**src/rtl/booth_mul_arbiter.sv**
```systemverilog
// booth_mul_arbiter: round-robin sequencer sharing one 6x6 signed Booth multiplier
// among NREQ requesters. One operand pair in flight at a time; response is
// returned with the owning requester ID. Latency accept->rsp_valid = MUL_WAIT+1.
// Backpressure: holds in RESP while i_rsp_ready is low; requesters wait (req_ready=0).
// Ports:
//   i_clk, i_n_rst            clock, synchronous active-low reset (shared with multiplier)
//   i_req_valid/m/q           per-requester request and 6-bit signed operands
//   o_req_ready               one-hot accept strobe (IDLE only)
//   o_mul_start/m/q           multiplier start strobe and registered operands
//   i_mul_result              12-bit product from the multiplier
//   o_rsp_valid/data/id       response port, i_rsp_ready from the sink
//   o_busy                    high in every state except IDLE
module booth_mul_arbiter #(
  parameter int NREQ     = 4,
  parameter int IDW      = 2,
  parameter int MUL_WAIT = 26
) (
  input  logic              i_clk,
  input  logic              i_n_rst,
  input  logic [NREQ-1:0]   i_req_valid,
  input  logic [6*NREQ-1:0] i_req_m,
  input  logic [6*NREQ-1:0] i_req_q,
  output logic [NREQ-1:0]   o_req_ready,
  output logic              o_mul_start,
  output logic [5:0]        o_mul_m,
  output logic [5:0]        o_mul_q,
  input  logic [11:0]       i_mul_result,
  output logic              o_rsp_valid,
  input  logic              i_rsp_ready,
  output logic [11:0]       o_rsp_data,
  output logic [IDW-1:0]    o_rsp_id,
  output logic              o_busy
);

  localparam int CW = $clog2(MUL_WAIT);

  typedef enum logic [2:0] {
    S_IDLE,
    S_LAUNCH,
    S_WAIT,
    S_CAPTURE,
    S_RESP
  } state_t;

  state_t           r_state;
  state_t           w_state_nxt;
  logic [IDW-1:0]   r_ptr;
  logic [CW-1:0]    r_cnt;
  logic [5:0]       r_mul_m;
  logic [5:0]       r_mul_q;
  logic [11:0]      r_rsp_data;
  logic [IDW-1:0]   r_rsp_id;

  logic             w_found;
  logic [IDW-1:0]   w_gnt;
  logic [NREQ-1:0]  w_gnt_oh;
  logic [5:0]       w_sel_m;
  logic [5:0]       w_sel_q;
  logic             w_accept;

  // Round-robin search starting just after the last grant, so the most
  // recently served requester has the lowest priority.
  always_comb begin
    logic [31:0] v_idx;
    w_found = 1'b0;
    w_gnt   = '0;
    v_idx   = '0;
    for (int k = 1; k <= NREQ; k++) begin
      v_idx = 32'(r_ptr) + 32'(k);
      if (v_idx >= 32'(NREQ)) v_idx = v_idx - 32'(NREQ);
      if (!w_found && i_req_valid[v_idx[IDW-1:0]]) begin
        w_found = 1'b1;
        w_gnt   = v_idx[IDW-1:0];
      end
    end
  end

  // Operand mux and one-hot decode of the winner.
  always_comb begin
    w_gnt_oh = '0;
    w_sel_m  = '0;
    w_sel_q  = '0;
    for (int i = 0; i < NREQ; i++) begin
      if (w_gnt == IDW'(i)) begin
        w_gnt_oh[i] = 1'b1;
        w_sel_m     = i_req_m[6*i +: 6];
        w_sel_q     = i_req_q[6*i +: 6];
      end
    end
  end

  assign w_accept = (r_state == S_IDLE) && w_found;

  always_ff @(posedge i_clk) begin
    if (!i_n_rst) r_state <= S_IDLE;
    else          r_state <= w_state_nxt;
  end

  always_comb begin
    w_state_nxt = r_state;
    o_req_ready = '0;
    o_mul_start = 1'b0;
    o_rsp_valid = 1'b0;
    o_busy      = 1'b1;
    case (r_state)
      S_IDLE: begin
        o_busy = 1'b0;
        if (w_found) begin
          o_req_ready = w_gnt_oh;
          w_state_nxt = S_LAUNCH;
        end
      end
      S_LAUNCH: begin
        o_mul_start = 1'b1;
        w_state_nxt = S_WAIT;
      end
      // Counter loaded with MUL_WAIT-2 and exits on zero: MUL_WAIT-1 cycles,
      // so CAPTURE samples the product MUL_WAIT edges after start was seen.
      S_WAIT: begin
        if (r_cnt == '0) w_state_nxt = S_CAPTURE;
      end
      S_CAPTURE: begin
        w_state_nxt = S_RESP;
      end
      S_RESP: begin
        o_rsp_valid = 1'b1;
        if (i_rsp_ready) w_state_nxt = S_IDLE;
      end
      default: begin
        w_state_nxt = S_IDLE;
      end
    endcase
  end

  always_ff @(posedge i_clk) begin
    if (!i_n_rst) begin
      r_ptr      <= IDW'(NREQ - 1);
      r_cnt      <= '0;
      r_mul_m    <= '0;
      r_mul_q    <= '0;
      r_rsp_data <= '0;
      r_rsp_id   <= '0;
    end else begin
      if (w_accept) begin
        r_mul_m  <= w_sel_m;
        r_mul_q  <= w_sel_q;
        r_rsp_id <= w_gnt;
        r_ptr    <= w_gnt;
      end
      if (r_state == S_LAUNCH) begin
        r_cnt <= CW'(MUL_WAIT - 2);
      end else if ((r_state == S_WAIT) && (r_cnt != '0)) begin
        r_cnt <= r_cnt - CW'(1);
      end
      if (r_state == S_CAPTURE) begin
        r_rsp_data <= i_mul_result;
      end
    end
  end

  assign o_mul_m    = r_mul_m;
  assign o_mul_q    = r_mul_q;
  assign o_rsp_data = r_rsp_data;
  assign o_rsp_id   = r_rsp_id;

endmodule

```
**config.mk**
```make
export PLATFORM = sky130hd
export DESIGN_NAME = booth_mul_arbiter
export DESIGN_NICKNAME = d
export VERILOG_FILES = /design/src/rtl/booth_mul_arbiter.sv
export SDC_FILE = /design/constraint.sdc
export NUM_CORES = 1
export LEC_CHECK = 0
export CORE_ASPECT_RATIO = 1.75
export CORE_MARGIN = 4
export CORE_UTILIZATION = 35
export DETAILED_ROUTE_END_ITERATION = 10
export PLACE_DENSITY = 0.8
export SYNTH_ARGS = -nofsm -noshare
export SYNTH_HDL_FRONTEND = slang
export SYNTH_SLANG_ARGS = --single-unit
export TNS_END_PERCENT = 100
```
**constraint.sdc**
```tcl
create_clock -name i_clk -period 1.6 [get_ports i_clk]
set_input_delay 0.32 -clock i_clk [delete_from_list [all_inputs] [get_ports i_clk]]
set_output_delay 0.32 -clock i_clk [all_outputs]
set_load 0.05 [all_outputs]
```
## Yosys cells after proc, flatten, opt, wreduce, memory -nomap -nowiden

Index checks and enable logic that the tools add are counted.

- Add/sub/neg operators: 9
- Bitwise gates (word level): 1
- Muxes and demuxes: 43
- $lt $le $gt $ge: 8
- Reduce and logical (&&, ||, !) cells: 15
- Eq/ne operators: 10

Operators by type and width:

| cell | number |
|---|---|
| two-way mux 6 bit | 8 |
| two-way mux 2 bit | 8 |
| two-way mux 1 bit | 15 |
| one-hot mux 3 bit (5 select lines) | 1 |
| less-than comparator 2 x 3 -> 1 bit, second input constant | 4 |
| two-way mux 5 bit | 2 |
| >= comparator 3 bit, second input constant | 3 |
| two-way mux 3 bit | 3 |
| binary-select mux 1 bit (select 2 bit) | 4 |
| two-way mux 4 bit | 2 |
| subtractor 2 x 1 -> 2 bit, second input constant | 4 |
| adder 2 x 2 -> 3 bit, second input constant | 2 |
| equality test 3 x 2 -> 1 bit, second input constant | 2 |
| != test 2 bit, second input constant | 3 |
| logical AND 1 bit | 5 |
| logical NOT 5 bit | 1 |
| nonzero test 5 bit | 1 |
| subtractor 5 x 1 -> 5 bit, second input constant | 1 |
| adder 2 x 3 -> 4 bit, second input constant | 1 |
| equality test 2 bit, second input constant | 2 |
| >= comparator 4 x 3 -> 1 bit, second input constant | 1 |
| adder 2 x 1 -> 3 bit, second input constant | 1 |
| equality test 3 x 1 -> 1 bit, second input constant | 1 |
| equality test 3 bit, second input constant | 1 |
| 8 further kinds | 10 |

- Input bits: 67
- Bits in registers: 36
- Logic and storage cells: 94
- Output and inout port bits: 33

## Logic depth before layout (Yosys ltp)

Gate-level depths: netlist (run 1).

- Depth after elaboration: 20
- Gate-level depth with buffers: 7
- Depth with buffers taken out: 7

## Least setup slack after synthesis (run 1)

OpenSTA, ideal clock, no wires.

- Path kind: flip-flop to output port
- Start point: register r_ptr[1]
- End point: output port o_req_ready[0]
- Path buffers: 2
- Stages on the path, launching flop included: 6
- Arrival: 2.204 ns
- Slack: -0.924 ns
- Data required time: 1.280 ns
- Path through: dfxtp_1 > or3b_1 > o221a_2 > buf_6 > buf_6 > nor3_1

- Word-level cells in the longest chain between the ends: 19
- Elaborated cells on any way between the ends: 42
- Classes of those cells: add/sub: 8; order compare: 4; mux: 23; reduce/logical: 7

RTL lines:

| item | RTL line | RTL |
|---|---|---|
| from (decl) | 47 | `logic [IDW-1:0] r_ptr;` |
| from (signal assigned) | 137 | `r_ptr <= IDW'(NREQ - 1);` |
| from (signal assigned) | 148 | `r_ptr <= w_gnt;` |
| adder 2 x 1 -> 3 bit | 69 | `v_idx = 32'(r_ptr) + 32'(k);` |
| >= comparator 3 bit or subtractor 2 x 1 -> 2 bit (tied branches) | 70 | `if (v_idx >= 32'(NREQ)) v_idx = v_idx - 32'(NREQ);` |
| two-way mux 2 bit | 70 |  |
| binary-select mux 1 bit (select 2 bit) | 71 | `if (!w_found && i_req_valid[v_idx[IDW-1:0]]) begin` |
| two-way mux 1 bit (not written as such) | 71 |  |
| two-way mux 1 bit | 71 |  |
| logical NOT 1 bit | 71 |  |
| logical AND 1 bit | 71 |  |
| (+3 left out) | - |  |
| two-way mux 1 bit | 71 |  |
| logical NOT 1 bit | 71 |  |
| logical AND 1 bit | 71 |  |
| two-way mux 2 bit | 71 |  |
| logical NOT 2 bit | 84 | `if (w_gnt == IDW'(i)) begin` |
| two-way mux 1 bit | 84 |  |
| two-way mux 4 bit * | 108 | `if (w_found) begin` |
| two-way mux 4 bit * | 105 | `case (r_state)` |
| to (decl) | 23 | `output logic [NREQ-1:0] o_req_ready,` |

Mark *: on every way between the ends. The rest lies on a longest branch, timed or not. The select of a mux whose other input is x is not followed.

## Worst setup path after layout (run 1)

- Start point: register r_ptr[0]
- End point: output port o_req_ready[0]

The elaborated chain is that of the path after synthesis.

==> impl_metrics.csv, run 1 <==
group,metric,value,unit
min_path,hp-class,"reg -> reg",
die,dieArea,6628,µm²
drt,via_per_inst,5.043,
clock_network,clk_latency,0.28,ns
critical_path,cp.arrival,1.63,ns
timing,tightest_slew,0.3983,ns
finish,syn_to_final_growth,93.72,%
clock_network,htree_levels,2,
min_path,min-delay-start,"o_mul_q[4]",
finish,nFillCells,395,
critical_path,crit_fanout,4,
drt,drtPass1Iterations,4,
yosys,syn_nets,284,
drt,drc,0,
drt,via_count,2093,
placed_design,place_congestion,0.8015,
min_path,worstHoldPathCells,2,
clock_network,numCtsBuffers,5,
critical_path,worstRegToRegCells,9,
finish,final_util,69.58,%
clock_network,clockRootBuffer,"clkbuf_8",
min_path,hold-path-endpoint,"o_mul_q[4]",
yosys,netlist_area,1872,µm²
run,max-cap-violations,0,
finish,register_area,730.7,µm²
grt,antenna_found_initial,0,
critical_path,r2r_start,"r_ptr[0]",
drt,ant_nets,0,
finish,diodes,0,
yosys,synthDistinctLibCells,37,
clock_network,cts_tree,"yes",
finish,drive_above_1_share,38.33,%
power_and_ir_drop,ir_drop,0.0007497,V
timing,period_share,121.8,%
grt,grt_pass1_wl,9515,µm
yosys,seq_area_frac_synth,38.50,%
timing,fmax,513.3,MHz
timing,hold_violations,0,
power_and_ir_drop,power_density,1393,nW/µm²
clock_network,clock_sinks,36,
timing,worst_slack,-0.3480,ns
finish,nNetsFinal,427,
placed_design,dp_hpwl,4388,µm
critical_path,crit_path_start_kind,"flop",
clock_network,cts_hold_buf,0,
critical_path,timing.rr.end,"o_mul_q[2]",
timing,grt_setup_unrepaired,"true",
yosys,yosysWarnings,0,
die,start_util,35.92,%
drt,totalWireLength,6226,µm
finish,multiInputGateArea,1247,µm²
die,die_y,104.7,µm
die,fp-row-count,35,
timing,setup-tns-final,-3.986,ns
grt,grt_usage,17.74,%
timing,setup_violations,16,
grt,grt_overflow,0,
grt,grt_max_degree,16,
yosys,yosys.area.top_type,"dfxtp_1",
critical_path,cp-end-kind,"output port",
yosys,synth_area_leaders,"dfxtp_1, mux2i_1, nand2_1, mux2_2, a21boi_0",
timing,fin_skew,0.005760,ns
yosys,synth_top_area_share,38.50,%
clock_network,cts_buffer_depth,2,
drt,drt-wirelength-per-cell,15.00,µm
status,violations,"setup timing",
die,die_x,63.28,µm
critical_path,cp.required,1.28,ns
placed_design,pre_cts_slack,-0.6195,ns
die,ios,100,
drt,drt_iter0_markers,58,
power_and_ir_drop,p_leak,1.516,nW
yosys,avgSynthCellArea,8.666,µm²
timing,finalMaxSlewViolations,0,
critical_path,critPathKind,"reg -> out",
timing,fin_crit,1.948,ns
yosys,synthCells,216,
status,run_status,"finished with violations",
clock_network,path_clk_slew,0.07,ns
timing,relSlewSlack,73.38,%
die,core_region_area,5211,µm²
placed_design,port_buffers,99,
grt,grt_pass1_vias,2077,
critical_path,rrSetupSlack,-0.30,ns
yosys,ys_seq_elements,36,
-- kinds of logic (layout without fill, tap and decap cells) --
group | after synthesis | count (layout) | synth area share (%)
AND/OR/NAND/NOR | 82 | 82 | 19.72
AO/OA/AOI/OAI | 46 | 46 | 17.91
flip-flops | 36 | 36 | 38.50
multiplexers | 30 | 30 | 16.64
buffers and inverters | 17 | 161 | 4.678
XOR/XNOR | 4 | 4 | 1.872
adder cells (fa/ha/maj) | 1 | 1 | 0.6683
-- stage by stage --
step,area (µm²),total power [W],hold WS [ns],cells
after global placement,3177,0.003795,0.4441,389
after global routing,3626,0.005285,0.4840,415
after CTS,3433,0.004790,0.4583,403
after floorplan,1937,0.002824,0.4397,216
final,3626,0.005050,0.4619,415
after detailed placement,3177,0.003836,0.4492,389
-- synth_stat cells (all sizes together) --
master / instances
nand2: 43
mux2: 9
o2111a: 1
nor4: 1
xor2: 1
o21a: 1
nand3: 13
clkbuf: 8
inv: 5
nor2: 11
nor2b: 4
a21oi: 4
nand4: 1
and2: 1
or3b: 1
xnor2: 3
o21ai: 16
ha: 1
nor3: 2
buf: 4
dfxtp: 36
and2b: 1
mux2i: 21
a21boi: 18
o221ai: 1
nand2b: 1
o211ai: 1
or4b: 1
o221a: 4
nor3b: 2
-- layer usage --
layer	track usage (%)	wire (µm)	up-vias
li1	-	-	1039
met1	17.87	2310	991
met2	34.09	3527	58
met3	4.409	304	5
met4	6.491	83	0
met5	0	0	-
-- sequential cells by signal, summed over array words and instances (netlist names) --
register	count
r_cnt	5
r_ptr	2
r_state	3
o_rsp_id	2
o_mul_q	6
o_rsp_data	12
o_mul_m	6
-- repair_timing --
item / in CTS / in global routing
pin swaps: 11 / 18
resized for setup: 34 / 30
buffers inserted: 5 / 14
cloned: 1 / 0
setup endpoints to repair: 25 / 23
-- worst max-delay path by stage --
stage                    from             end  slack (ns)  depth (start not counted)
6_report             r_ptr[0]  o_req_ready[0]       -0.35                          6
3_3_place_gp   i_req_valid[1]      o_mul_m[0]       -0.57                          7
4_1_cts              r_ptr[0]  o_req_ready[0]       -0.35                          6
3_5_place_dp   i_req_valid[1]      o_mul_m[2]       -0.62                          7
2_1_floorplan        r_ptr[0]  o_req_ready[0]       -0.28                          5
5_1_grt              r_ptr[0]  o_req_ready[0]       -0.40                          6
-- power by group --
group	total, W	switching, W	internal, W	leakage [nW]
Sequential	0.00123	0.000132	0.00110	0.297
Clock	0.000669	0.000319	0.000350	0.0445
Combinational	0.00315	0.00162	0.00153	1.17
Total	0.00505	0.00207	0.00298	1.52
-- cells in the final DEF (no fill, tap or decap), drive strengths merged, types with 2 or more instances in the layout --
cell           instances
nor3b                  2
nor3                   2
dfxtp                 36
nor2b                  4
dlygate4sd2            4
o221a                  4
a21oi                  4
buf                   82
o21ai                 16
nand2                 43
nor2                  11
xnor2                  3
mux2                   9
inv                    5
mux2i                 21
clkbuf                 7
clkdlybuf4s50         62
a21boi                18
nand3                 13
-- worst max-delay path, stage by stage, from the launching register on --
cell	delay (ns)
dfxtp_2	0.36
and2b_2	0.25
o21ai_2	0.12
o211ai_2	0.13
buf_6	0.16
nor3_4	0.15
buf_12	0.16
-- area by class of cell --
type                    count  share of cell area (%)
clock buffers               7                   2.381
inverters                   5                  0.5866
repair buffers            148                   40.37
clock inverters             1                  0.2070
well taps                  55                   1.898
multi-input cells         163                   34.40
flip-flops and latches     36                   20.15
Note: power is estimated with default switching activity, not from simulation.
==> inputs of run 2 (changes only) <==
--- a/config.mk
+++ b/config.mk
@@ -7,8 +7,9 @@
 export LEC_CHECK = 0
 export CORE_ASPECT_RATIO = 1.75
 export CORE_MARGIN = 4
-export CORE_UTILIZATION = 35
+export CORE_UTILIZATION = 39
 export DETAILED_ROUTE_END_ITERATION = 10
+export GPL_TIMING_DRIVEN = 0
 export PLACE_DENSITY = 0.8
 export SYNTH_ARGS = -nofsm -noshare
 export SYNTH_HDL_FRONTEND = slang
==> constraint.sdc (replaced) <==
create_clock -name i_clk -period 2.2 [get_ports i_clk]
set_input_delay 0.44 -clock i_clk [delete_from_list [all_inputs] [get_ports i_clk]]
set_output_delay 0.44 -clock i_clk [all_outputs]
set_load 0.05 [all_outputs]
==> impl_metrics.csv, run 2 (synthesized netlist as in run 1, its figures left out) <==
group,metric,value,unit
drt,drt_iter0_markers,28,
run,max-cap-violations,0,
critical_path,r2r_start,"r_ptr[1]",
grt,grt_max_degree,19,
die,start_util,40.12,%
min_path,hp-class,"reg -> reg",
timing,fin_crit,2.152,ns
power_and_ir_drop,ir_drop,0.0008101,V
die,core_region_area,4666,µm²
die,die_y,99.65,µm
clock_network,cts_buffer_depth,2,
critical_path,max_stage_delay,0.40,ns
finish,final_common_cell,"clkdlybuf4s50_1",
clock_network,clock_sinks,36,
critical_path,crit_fanout,18,
power_and_ir_drop,seqPwrFrac,29.4,%
critical_path,cp.arrival,1.71,ns
timing,setup-tns-final,0,ns
clock_network,clockRootBuffer,"clkbuf_8",
finish,final_cell_mix,"clkdlybuf4s50_1, nand2_1, dfxtp_1",
drt,drc,0,
power_and_ir_drop,power,0.003034,W
timing,fmax,464.6,MHz
status,run_status,"completed",
finish,nNetsFinal,392,
placed_design,place_congestion,0.7618,
min_path,worstHoldPathCells,2,
timing,finalMaxSlewViolations,0,
power_and_ir_drop,p_int,0.001714,W
finish,syn_to_final_growth,65.37,%
critical_path,critPathSlowestCell,"or3b_4",
critical_path,critPathKind,"reg -> out",
placed_design,pre_cts_slack,-1.344,ns
critical_path,cp.required,1.76,ns
grt,grt_pass1_vias,1827,
finish,largest_reg_flops,12,
critical_path,worstRegToRegCells,7,
critical_path,cp.buffers_inverters,2,
placed_design,place_inst,366,
power_and_ir_drop,pwr-share-comb,56.3,%
clock_network,path_clk_slew,0.07,ns
grt,grt_usage,18.33,%
grt,grt_overflow,0,
finish,final_cells,376,
critical_path,cp-end-kind,"output port",
power_and_ir_drop,power_density,980.3,nW/µm²
die,dieArea,6016,µm²
placed_design,port_buffers,98,
clock_network,htree_levels,2,
min_path,hold-path-endpoint,"o_mul_m[2]",
power_and_ir_drop,clkPwrFrac,14.3,%
clock_network,numCtsBuffers,5,
critical_path,crit_path_start_kind,"flop",
grt,antenna_found_initial,0,
drt,via_per_inst,4.989,
clock_network,cts_tree,"yes",
timing,tightest_slew,0.5548,ns
timing,relSlewSlack,62.90,%
timing,fin_skew,0.008928,ns
drt,ant_nets,0,
finish,diodes,0,
drt,drtPass1Iterations,4,
timing,worst_slack,0.04768,ns
grt,grt_pass1_wl,8514,µm
placed_design,dp_hpwl,4339,µm
power_and_ir_drop,p_leak,1.178,nW
drt,via_count,1876,
critical_path,crit_chain,"or3b_4, o221a_2, buf_12, nor3_4, buf_6",
timing,hold_violations,0,
die,die_x,60.37,µm
timing,period_share,97.83,%
die,ios,100,
clock_network,cts_hold_buf,0,
timing,grt_setup_unrepaired,"true",
clock_network,clk_latency,0.28,ns
finish,drive_above_1_share,16.36,%
power_and_ir_drop,switching_share,43.53,%
timing,setup_violations,0,
critical_path,timing.rr.end,"o_mul_m[0]",
min_path,min-delay-start,"o_mul_m[2]",
critical_path,rrSetupSlack,0.37,ns
drt,drt-wirelength-per-cell,14.34,µm
power_and_ir_drop,p_sw,0.001321,W
critical_path,cpLargestDelayFamily,"simple AND/OR/NAND/NOR gates",
die,fp-row-count,33,
drt,totalWireLength,5392,µm
[run 2: changes by cell type in the layout (fill, tap and decap cells not counted), moves of 3 or more]
cell and change:
inv_1 +3, o21ai_2 -4, buf_12 -8, o21ai_1 +4
dfxtp_2 -4, buf_4 -52, dfxtp_1 +4, clkbuf_2 +3
buf_6 -8, clkdlybuf4s50_1 +25, clkbuf_1 +6
[run 2: worst max path at each step]
| stage | from | to | slack (ns) | depth (start not counted) |
|---|---|---|---|---|
| 5_1_grt | r_ptr[1] | o_req_ready[0] | -0.03 | 5 |
| 6_report | r_ptr[1] | o_req_ready[0] | 0.05 | 5 |
| 4_1_cts | i_req_valid[3] | o_req_ready[0] | 0.001 | 7 |
| 2_1_floorplan | i_req_valid[3] | o_req_ready[0] | -0.10 | 5 |
| 3_5_place_dp | i_req_valid[1] | o_req_ready[1] | -1.34 | 8 |
| 3_3_place_gp | i_req_valid[1] | o_req_ready[1] | -1.35 | 8 |
[run 2: cell type report]
| class | count | area, µm² |
|---|---|---|
| multi-input cells | 163 | 1136 |
| well taps | 52 | 65.06 |
| clock buffers | 5 | 68.82 |
| flip-flops and latches | 36 | 725.7 |
| clock inverters | 2 | 12.51 |
| plain buffers | 10 | 68.82 |
| inverters | 5 | 18.77 |
| repair buffers | 103 | 999.7 |
| fillers | 407 | 1570 |
[run 2: worst reg2reg max path, cell delays in order (launching register included)]
cell     delay, ns
dfxtp_4       0.37
or3b_4        0.40
o221a_2       0.15
buf_12        0.17
buf_6         0.17
mux2i_1       0.12
mux2_2        0.28
o21ai_1       0.11
[run 2: timing repair]
| action | in CTS | in global routing |
|---|---|---|
| setup endpoints to repair | 7 | 6 |
| gates resized for setup | 52 | 16 |
| pin swaps | 3 | 2 |
| setup buffers | 2 | 3 |
[run 2: stage by stage]
stage               utilization [%]  hold WS, ns  area (µm²)
floorplan                         -       0.4397        1889
global placement              62.91       0.4418        2935
detailed placement            62.91       0.4498        2935
CTS                           65.62       0.4599        3062
global route                  66.34       0.4759        3095
finish                        66.34       0.4556        3095
[run 2: power groups by stage]
stage	registers, W	clock network, W	logic (W)
final	0.000892	0.000433	0.00171
after global routing	0.000912	0.000482	0.00182
after CTS	0.000882	0.000450	0.00167
after detailed placement	0.000888	0	0.00165
after global placement	0.000881	0	0.00163
after floorplan	0.00120	0	0.000795
[run 2: layer usage]
layer / share of wire [%] / vias up / GRT usage [%]
li1: - / 967 / -
met1: 35 / 859 / 19.02
met2: 57 / 45 / 34.42
met3: 6.0 / 5 / 4.286
met4: 1.3 / 0 / 5.631
met5: 0 / - / 0
